### src/rtl/mem_bist_master_pkg.sv
// Shared types and helpers for the write-then-verify memory BIST master.
// Holds the run-sequencer state encoding and the address-derived test pattern.
package mem_bist_master_pkg;

    localparam int PAT_MAX = 32;

    typedef enum logic [1:0] {
        IDLE  = 2'd0,
        WRITE = 2'd1,
        READ  = 2'd2,
        DONE  = 2'd3
    } state_t;

    // Callers truncate the result to their data width, giving (seed + a) mod 2^WIDTH.
    function automatic logic [PAT_MAX-1:0] bist_pattern(input logic [PAT_MAX-1:0] seed,
                                                        input logic [PAT_MAX-1:0] a);
        return seed + a;
    endfunction

endpackage

### src/rtl/mem_bist_master.sv
// Memory BIST master: writes (seed + addr) over an inclusive address range, reads it back,
// counts mismatches and reports pass/fail, range errors and ready timeouts.
module mem_bist_master
    import mem_bist_master_pkg::*;
#(
    parameter int WIDTH      = 16,
    parameter int DEPTH      = 16,
    parameter int ADDR_WIDTH = $clog2(DEPTH),
    parameter int TIMEOUT    = 255
) (
    input  logic                  clk,
    input  logic                  rst,
    input  logic                  start,
    input  logic [ADDR_WIDTH-1:0] start_addr,
    input  logic [ADDR_WIDTH-1:0] end_addr,
    input  logic [WIDTH-1:0]      seed,
    output logic [ADDR_WIDTH-1:0] addr,
    output logic                  wr_rd,
    output logic [WIDTH-1:0]      w_data,
    output logic                  valid,
    input  logic                  ready,
    input  logic [WIDTH-1:0]      r_data,
    output logic                  busy,
    output logic                  done,
    output logic                  pass,
    output logic [ADDR_WIDTH:0]   err_count,
    output logic [ADDR_WIDTH-1:0] first_err_addr,
    output logic                  range_err,
    output logic                  timeout
);

    localparam int WAIT_W = $clog2(TIMEOUT + 2);

    state_t                state_q, state_n;
    logic [ADDR_WIDTH-1:0] start_q, start_n;
    logic [ADDR_WIDTH-1:0] end_q, end_n;
    logic [WIDTH-1:0]      seed_q, seed_n;
    logic [WAIT_W-1:0]     wait_cnt, wait_n;

    logic [ADDR_WIDTH-1:0] addr_n;
    logic                  wr_rd_n;
    logic [WIDTH-1:0]      w_data_n;
    logic                  valid_n;
    logic                  busy_n;
    logic                  done_n;
    logic                  pass_n;
    logic [ADDR_WIDTH:0]   err_n;
    logic [ADDR_WIDTH-1:0] first_n;
    logic                  range_n;
    logic                  timeout_n;

    logic [WIDTH-1:0]      pat_start;
    logic [WIDTH-1:0]      pat_cur;
    logic [WIDTH-1:0]      pat_next;
    logic [ADDR_WIDTH-1:0] addr_inc;

    assign addr_inc  = addr + ADDR_WIDTH'(1);
    assign pat_start = WIDTH'(bist_pattern(PAT_MAX'(seed), PAT_MAX'(start_addr)));
    assign pat_cur   = WIDTH'(bist_pattern(PAT_MAX'(seed_q), PAT_MAX'(addr)));
    assign pat_next  = WIDTH'(bist_pattern(PAT_MAX'(seed_q), PAT_MAX'(addr_inc)));

    always_comb begin
        state_n   = state_q;
        start_n   = start_q;
        end_n     = end_q;
        seed_n    = seed_q;
        wait_n    = wait_cnt;
        addr_n    = addr;
        wr_rd_n   = wr_rd;
        w_data_n  = w_data;
        valid_n   = valid;
        busy_n    = busy;
        done_n    = 1'b0;
        pass_n    = pass;
        err_n     = err_count;
        first_n   = first_err_addr;
        range_n   = range_err;
        timeout_n = timeout;

        case (state_q)
            IDLE: begin
                valid_n = 1'b0;
                busy_n  = 1'b0;
                if (start) begin
                    start_n   = start_addr;
                    end_n     = end_addr;
                    seed_n    = seed;
                    wait_n    = '0;
                    err_n     = '0;
                    first_n   = '0;
                    pass_n    = 1'b0;
                    range_n   = 1'b0;
                    timeout_n = 1'b0;
                    if (start_addr > end_addr) begin
                        range_n = 1'b1;
                        done_n  = 1'b1;
                        state_n = DONE;
                    end else begin
                        state_n  = WRITE;
                        valid_n  = 1'b1;
                        busy_n   = 1'b1;
                        wr_rd_n  = 1'b1;
                        addr_n   = start_addr;
                        w_data_n = pat_start;
                    end
                end
            end

            WRITE, READ: begin
                if (valid && ready) begin
                    wait_n = '0;
                    if (state_q == READ && r_data != pat_cur) begin
                        if (err_count != '1)
                            err_n = err_count + (ADDR_WIDTH + 1)'(1);
                        if (err_count == '0)
                            first_n = addr;
                    end
                    // End check precedes the increment so end_addr = DEPTH-1 never wraps.
                    if (addr == end_q) begin
                        if (state_q == WRITE) begin
                            state_n = READ;
                            addr_n  = start_q;
                            wr_rd_n = 1'b0;
                        end else begin
                            state_n = DONE;
                            valid_n = 1'b0;
                            busy_n  = 1'b0;
                            done_n  = 1'b1;
                            pass_n  = (err_n == '0);
                        end
                    end else begin
                        addr_n = addr_inc;
                        if (state_q == WRITE)
                            w_data_n = pat_next;
                    end
                end else if (wait_cnt == WAIT_W'(TIMEOUT)) begin
                    state_n   = DONE;
                    valid_n   = 1'b0;
                    busy_n    = 1'b0;
                    done_n    = 1'b1;
                    timeout_n = 1'b1;
                    pass_n    = 1'b0;
                end else begin
                    wait_n = wait_cnt + WAIT_W'(1);
                end
            end

            DONE: begin
                state_n = IDLE;
            end

            default: begin
                state_n = IDLE;
            end
        endcase
    end

    always_ff @(posedge clk) begin
        if (!rst) begin
            state_q        <= IDLE;
            start_q        <= '0;
            end_q          <= '0;
            seed_q         <= '0;
            wait_cnt       <= '0;
            addr           <= '0;
            wr_rd          <= 1'b0;
            w_data         <= '0;
            valid          <= 1'b0;
            busy           <= 1'b0;
            done           <= 1'b0;
            pass           <= 1'b0;
            err_count      <= '0;
            first_err_addr <= '0;
            range_err      <= 1'b0;
            timeout        <= 1'b0;
        end else begin
            state_q        <= state_n;
            start_q        <= start_n;
            end_q          <= end_n;
            seed_q         <= seed_n;
            wait_cnt       <= wait_n;
            addr           <= addr_n;
            wr_rd          <= wr_rd_n;
            w_data         <= w_data_n;
            valid          <= valid_n;
            busy           <= busy_n;
            done           <= done_n;
            pass           <= pass_n;
            err_count      <= err_n;
            first_err_addr <= first_n;
            range_err      <= range_n;
            timeout        <= timeout_n;
        end
    end

endmodule

### config.mk
export PLATFORM = sky130hd
export DESIGN_NAME = mem_bist_master
export DESIGN_NICKNAME = d
export VERILOG_FILES = /design/src/rtl/mem_bist_master_pkg.sv /design/src/rtl/mem_bist_master.sv
export SDC_FILE = /design/constraint.sdc
export NUM_CORES = 1
export LEC_CHECK = 0
export ABC_AREA = 1
export CAP_MARGIN = 15
export CORE_AREA = 2 2 94 96
export DETAILED_ROUTE_END_ITERATION = 8
export DIE_AREA = 0 0 96 98
export PLACE_DENSITY = 0.84
export SLEW_MARGIN = 25
export SYNTH_ARGS = -nofsm -noshare
export SYNTH_HDL_FRONTEND = slang
export SYNTH_SLANG_ARGS = --single-unit
export TNS_END_PERCENT = 1
### constraint.sdc
create_clock -name clk -period 3.7 [get_ports clk]
set_input_delay 0.37 -clock clk [delete_from_list [all_inputs] [get_ports clk]]
set_output_delay 0.37 -clock clk [all_outputs]
set_load 0.02 [all_outputs]
**Word level (Yosys, flattened, before mapping)**

Index checks and enable logic that the tools add are counted.

- $add $sub $neg: 6
- Magnitude comparators: 1
- Equal/unequal tests: 22
- Muxes and demuxes: 63
- Reduce and logical (&&, ||, !) cells: 18

Operators by type and width:

| kind | count |
|---|---|
| 2-to-1 mux 16 bit | 5 |
| adder 16 x 4 -> 16 bit | 3 |
| 2-to-1 mux 4 bit | 9 |
| one-hot mux 16 bit (2 select lines) | 1 |
| 2-to-1 mux 5 bit | 6 |
| 2-to-1 mux 9 bit | 3 |
| 2-to-1 mux 1 bit | 24 |
| inequality test 2 bit (second input constant) | 10 |
| one-hot mux 9 bit (2 select lines) | 1 |
| inequality test 16 bit | 1 |
| one-hot mux 4 bit (2 select lines) | 2 |
| inequality test 3 bit (second input constant) | 5 |
| AND reduction 5 bit | 3 |
| AND reduction 6 bit | 2 |
| zero test 5 bit | 2 |
| 2-to-1 mux 2 bit | 5 |
| one-hot mux 1 bit (2 select lines) | 5 |
| one-hot mux 5 bit (2 select lines) | 1 |
| adder 9 x 1 -> 9 bit (second input constant) | 1 |
| == test 9 x 8 -> 1 bit (second input constant) | 1 |
| AND reduction 3 bit | 3 |
| AND reduction 4 bit | 2 |
| one-hot mux 2 bit (3 select lines) | 1 |
| adder 5 x 1 -> 5 bit (second input constant) | 1 |
| 11 further kinds | 13 |

- Bits in registers: 70
- Bits of input ports: 44
- Output and inout bits: 36

**Depth between registers and ports, before layout**

- Depth in word-level cells: 11
- Gate-level depth with buffers: 19

**Worst setup path after synthesis**

No wires, ideal clock.

- Kind: register -> register
- From: reg addr[0]
- To: reg pass
- Setup time: 0.131 ns
- Arrival: 2.351 ns
- Setup slack: 1.219 ns
- Stages on the path, launching flop included: 19
- Clock period less this slack: 2.481 ns
- Cell sequence: dfxtp_1 -> ha_1 -> fa_1 -> nand2_1 -> nand2_1 -> nand2_1 -> nand2_1 -> nand2_1 -> nand3_1 -> nor2_1 -> nand2_1 -> nor2_4 -> nand3_4 -> nand2_4 -> nand2_1 -> nand2_1 -> nor2_1 -> nand3_1 -> a21oi_2

- Cells in the longest elaborated chain, start to end: 11
- Elaborated cells on any way between the ends: 14
- Those cells by class: add/sub: 1; eq/ne: 3; mux: 7; reduce/logical: 3

Ends and longest elaborated chain:

| element | line | source |
|---|---|---|
| from (decl) | mem_bist_master.sv:17 | `output logic [ADDR_WIDTH-1:0] addr,` |
| from (signal assigned) | mem_bist_master.sv:182 | `addr <= addr_n;` |
| adder 16 x 4 -> 16 bit | mem_bist_master_pkg.sv:17 | `return seed + a;` |
| inequality test 16 bit | mem_bist_master.sv:112 | `if (state_q == READ && r_data != pat_cur) begin` |
| logical AND 1 bit | mem_bist_master.sv:112 |  |
| 2-to-1 mux 5 bit | mem_bist_master.sv:112 |  |
| 2-to-1 mux 5 bit | mem_bist_master.sv:110 | `if (valid && ready) begin` |
| 2-to-1 mux 5 bit | mem_bist_master.sv:80 | `case (state_q)` |
| zero test 5 bit | mem_bist_master.sv:129 | `pass_n = (err_n == '0);` |
| 2-to-1 mux 1 bit | mem_bist_master.sv:120 | `if (state_q == WRITE) begin` |
| 2-to-1 mux 1 bit | mem_bist_master.sv:119 | `if (addr == end_q) begin` |
| 2-to-1 mux 1 bit | mem_bist_master.sv:110 |  |
| one-hot mux 1 bit (2 select lines) | mem_bist_master.sv:80 |  |
| to (signal assigned) | mem_bist_master.sv:188 | `pass <= pass_n;` |
| to (decl) | mem_bist_master.sv:25 | `output logic pass,` |

Parallel ways exist; a longest one is shown, timed or not. The select of a mux whose other input is x is not followed.
A chain may end at the register's enable or synchronous reset.

**Worst setup path in the final report**

- From: reg addr[1]
- To: reg w_data[11]

- Cells in the longest elaborated chain, start to end: 6
- Elaborated cells on any way between the ends: 9
- Those cells by class: add/sub: 2; eq/ne: 2; mux: 4; reduce/logical: 1

Ends and longest elaborated chain:

| element | line | source |
|---|---|---|
| adder 4 x 1 -> 4 bit | mem_bist_master.sv:57 | `assign addr_inc = addr + ADDR_WIDTH'(1);` |
| adder 16 x 4 -> 16 bit | mem_bist_master_pkg.sv:17 |  |
| 2-to-1 mux 16 bit | mem_bist_master.sv:133 | `if (state_q == WRITE)` |
| 2-to-1 mux 16 bit | mem_bist_master.sv:119 |  |
| 2-to-1 mux 16 bit | mem_bist_master.sv:110 |  |
| one-hot mux 16 bit (2 select lines) | mem_bist_master.sv:80 |  |
| to (signal assigned) | mem_bist_master.sv:184 | `w_data <= w_data_n;` |
| to (decl) | mem_bist_master.sv:19 | `output logic [WIDTH-1:0] w_data,` |

Parallel ways exist; a longest one is shown, timed or not. The select of a mux whose other input is x is not followed.

==> metrics.log <==
[metrics] run status: finished clean
[metrics] setup slack of the most critical reg-to-reg path: 850 ps
[metrics] Post-Syn Nets: 784
[metrics] clock skew: 14.7 ps
[metrics] boundary pin count: 80
[metrics] GR Overflow Total: 0
[metrics] power density of the placed cells: 667 nW/um2
[metrics] routed vias: 5000
[metrics] number of warning messages in the yosys log: 0
[metrics] count of different cell masters after synthesis: 44
[metrics] post-route minimum period: 2850 ps
[metrics] layout cells sized above 1: 5.58%
[metrics] drt drc: 0
[metrics] number of maximum-capacitance violations: 0
[metrics] drt pass-1 iters: 5
[metrics] drt via density: 5.57
[metrics] Core Box Area: 8470 um2
[metrics] maximum clock rate: 351 MHz
[metrics] type of element capturing the critical path: register
[metrics] post-synthesis instance total: 712
[metrics] required time worst endpoint: 3980 ps
[metrics] largest cells by area after synthesis: sky130_fd_sc_hd__dfxtp_1 29%, sky130_fd_sc_hd__nand2_1 11%, sky130_fd_sc_hd__o21ai_0 8.4%, sky130_fd_sc_hd__a21oi_1 7.2%, sky130_fd_sc_hd__inv_1 6.9%
[metrics] standard-cell rows: 34
[metrics] DIE HEIGHT: 98 um
[metrics] Resize count post-CTS: 0
[metrics] cts hold-fix bufs: 0
[metrics] Cell Area, Synth: 4750 um2
[metrics] number of endpoints with negative hold slack in the final report: 0
[metrics] Register Area: 1400 um2
[metrics] overall die area: 9410 um2
[metrics] Worst Path Buf+Inv: 3
[metrics] terminus of the critical flop-to-flop path: w_data[11]$_SDFFE_PN0P_
[metrics] switch share: 46.6%
[metrics] antenna violations before repair: 0
[metrics] internal power: 0.00208 W
[metrics] Worst Setup Path Type: register to register
[metrics] largest net degree at the start of global routing: 50
[metrics] Final TNS setup: 0 ps
[metrics] Clk pin slew, worst setup/hold paths: 80 ps
[metrics] share of the clock period used by the worst path after layout: 77.1%
[metrics] maximum net fanout on the critical path: 8
[metrics] top cell family by delay on the critical path: simple AND/OR/NAND/NOR gates
[metrics] element type at the critical path start: register
[metrics] slew at the pin with the worst max-slew slack: 745 ps
[metrics] via count of the first global-routing pass: 4782
[metrics] Hold Crit Class: register to register
[metrics] arrival time reported for the critical path endpoint: 3140 ps
[metrics] clock network latency to the later pin of the worst-skew pair: 350 ps
[metrics] clock tree from TritonCTS: built
[metrics] net count reported at finish: 857
[metrics] depth of the CTS H-tree: 3
[metrics] final-layout fill cell count: 708
[metrics] initial cell density of the core: 56.1%
[metrics] signed area change from the synthesized netlist to the final layout: 22.7%
[metrics] number of routed nets with antenna violations: 0
[metrics] cell at the slowest stage of the critical path: sky130_fd_sc_hd__dfxtp_1
[metrics] Port Buffers: 79
[metrics] leading cell type in the layout, fill and taps excluded: sky130_fd_sc_hd__nand2_1
[metrics] total CTS buffers: 9
[metrics] cell chosen for the clock root: sky130_fd_sc_hd__clkbuf_8
[metrics] largest buffer count on any clock path: 2
[metrics] post-CTS setup-driven buffer insertion count: 0
[metrics] routed len/inst: 14.8 um
[metrics] utilization after layout: 68.9%
[metrics] setup repair after global routing missed its margin: false
[metrics] Lkg Pwr: 2.55 nW
[metrics] clock share of power: 17.3%
[metrics] largest area contributor in the synthesized netlist: sky130_fd_sc_hd__dfxtp_1
[metrics] Most common cell on crit path: sky130_fd_sc_hd__inv_1
[metrics] chain of cells forming the critical path: ha_1 -> xnor2_1 -> inv_1 -> ha_1 -> nand3_1 -> nand2_1 -> nand2_1 -> inv_1 -> nor2_1 -> nor2_1 -> inv_1 -> nor3_1 -> xor2_1 -> a21oi_1 -> a21oi_1
[metrics] part of the total power dissipated in combinational logic: 52.8%
[metrics] synthesized flop and latch total: 70
[metrics] Peak VDD IR: 0.000535 V
[metrics] switching power of the nets: 0.00181 W
[metrics] wire length of the first global-routing pass: 22.3 mm
[metrics] Iter 0 DRT Violations: 471
[metrics] tightest hold margin: 469 ps
[metrics] share of total power in sequential cells: 29.9%
[metrics] max-slew headroom at the worst pin: 50.3%
[metrics] worst hold path depth: 2
[metrics] stage delay of the slowest cell on the critical path: 610 ps
[metrics] fin. max-slew vios: 0
[metrics] total track usage: 29.5%
[metrics] commonest non-fill, non-tap cells in the layout: 142 x sky130_fd_sc_hd__nand2_1, 87 x sky130_fd_sc_hd__inv_1, 80 x sky130_fd_sc_hd__o21ai_0, 79 x sky130_fd_sc_hd__clkdlybuf4s50_1, 76 x sky130_fd_sc_hd__nor2_1
[metrics] Post-Synthesis Mean Instance Area: 6.67 um2
[metrics] Post-DP HPWL: 10.1 mm
[metrics] count of final setup violators: 0
[metrics] sink of the worst hold path: first_err_addr[2]$_SDFFE_PN0P_
[metrics] Reg2Reg Depth: 15
[metrics] HP Start: first_err_addr[2]$_SDFFE_PN0P_
[metrics] worst reg2reg startpoint: addr[1]$_SDFFE_PN0P_
[metrics] portion of the post-synthesis area used by sequential elements: 29.5%
[metrics] wirelength, routed: 13.3 mm
[metrics] number of inserted diodes: 0
[metrics] area of the multi-input gates: 2930 um2
[metrics] placer's final routability congestion estimate: 0.910
[metrics] total clock sinks: 70
[metrics] Die Width: 96 um
[metrics] portion of synthesized cell area occupied by the leading cell type: 29.5%
-- synth_stat cells, drive strengths merged --
cell / count
clkbuf: 15
o211ai: 1
nand3: 36
and2: 1
nor2: 83
o22ai: 3
dfxtp: 70
nand2: 146
o21ai: 83
nor3b: 1
o21a: 1
or2: 3
ha: 25
xnor2: 13
a31oi: 12
nand3b: 7
a41oi: 1
buf: 6
a211o: 1
xor2: 20
nor3: 11
a211oi: 1
a21oi: 70
inv: 88
a21boi: 1
a311oi: 1
fa: 3
nor4: 2
nand4: 7
-- worst max-delay path by stage --
stage	from	cells past startpoint	slack, ps	end
CTS	addr[1]$_SDFFE_PN0P_	15	870	w_data[11]$_SDFFE_PN0P_
global route	addr[0]$_SDFFE_PN0P_	17	590	pass$_SDFFE_PN0P_
finish	addr[1]$_SDFFE_PN0P_	15	850	w_data[11]$_SDFFE_PN0P_
global placement	start_addr[0]	14	770	w_data[14]$_SDFFE_PN0P_
detailed placement	start_addr[3]	14	590	w_data[15]$_SDFFE_PN0P_
floorplan	addr[0]$_SDFFE_PN0P_	18	1220	pass$_SDFFE_PN0P_
-- through the flow --
stage	cells	setup slack, ps	cell area [um2]	total power (W)
floorplan	712	1220	4750	0.00249
global placement	882	766	5620	0.00313
detailed placement	882	590	5620	0.00318
CTS	897	872	5830	0.00385
global route	897	589	5830	0.00417
finish	897	849	5830	0.00389
-- logic make-up after synthesis --
group           synth area share (%)
flops                           29.5
compound gates                  19.7
xor+xnor                        6.08
fa+ha+maj                       7.85
simple gates                    28.1
buf+inv                         8.82
-- power groups by stage --
stage / Clock, W / Sequential [W] / Combinational (W)
floorplan: 0 / 0.00124 / 0.00125
global placement: 0 / 0.00117 / 0.00196
detailed placement: 0 / 0.00117 / 0.00201
CTS: 0.000673 / 0.00116 / 0.00202
global route: 0.000705 / 0.00119 / 0.00228
finish: 0.000672 / 0.00116 / 0.00205
-- final cells by class --
cell class	count	share of cell area, %
Clock buffer	9	2.12
Clock inverter	6	1.50
Inverter	88	5.67
Multi-Input combinational cell	533	50.3
Sequential cell	70	24.0
Tap cell	108	2.32
Timing Repair Buffer	83	14.1
-- registers in the layout, summed over array words and instances, names as in the netlist --
name / cells
start_q: 4
wr_rd: 1
pass: 1
seed_q: 16
w_data: 16
first_err_addr: 4
timeout: 1
state_q: 2
err_count: 5
busy: 1
end_q: 4
wait_cnt: 9
addr: 4
range_err: 1
done: 1
-- per-layer routing --
metal	global-route usage (%)	vias up	routed length (um)	part of all wire (%)
met4	10.7	0	267	2.0
met5	0	-	0	0
met3	4.40	24	936	7.0
li1	-	2481	-	-
met2	45.2	216	6070	46
met1	41.9	2279	6020	45
-- worst register-to-register path, cell delays in order (launching register included) --
cell                      delay (ps)
sky130_fd_sc_hd__dfxtp_1         610
sky130_fd_sc_hd__ha_1            250
sky130_fd_sc_hd__xnor2_1         150
sky130_fd_sc_hd__inv_1            70
sky130_fd_sc_hd__ha_1            360
sky130_fd_sc_hd__nand3_1         100
sky130_fd_sc_hd__nand2_1          90
sky130_fd_sc_hd__nand2_1          50
sky130_fd_sc_hd__inv_1            80
sky130_fd_sc_hd__nor2_1           50
sky130_fd_sc_hd__nor2_1          210
sky130_fd_sc_hd__inv_1           120
sky130_fd_sc_hd__nor3_1          190
sky130_fd_sc_hd__xor2_1          210
sky130_fd_sc_hd__a21oi_1         110
sky130_fd_sc_hd__a21oi_1         150
No activity file was read; power rests on OpenSTA's default activity.
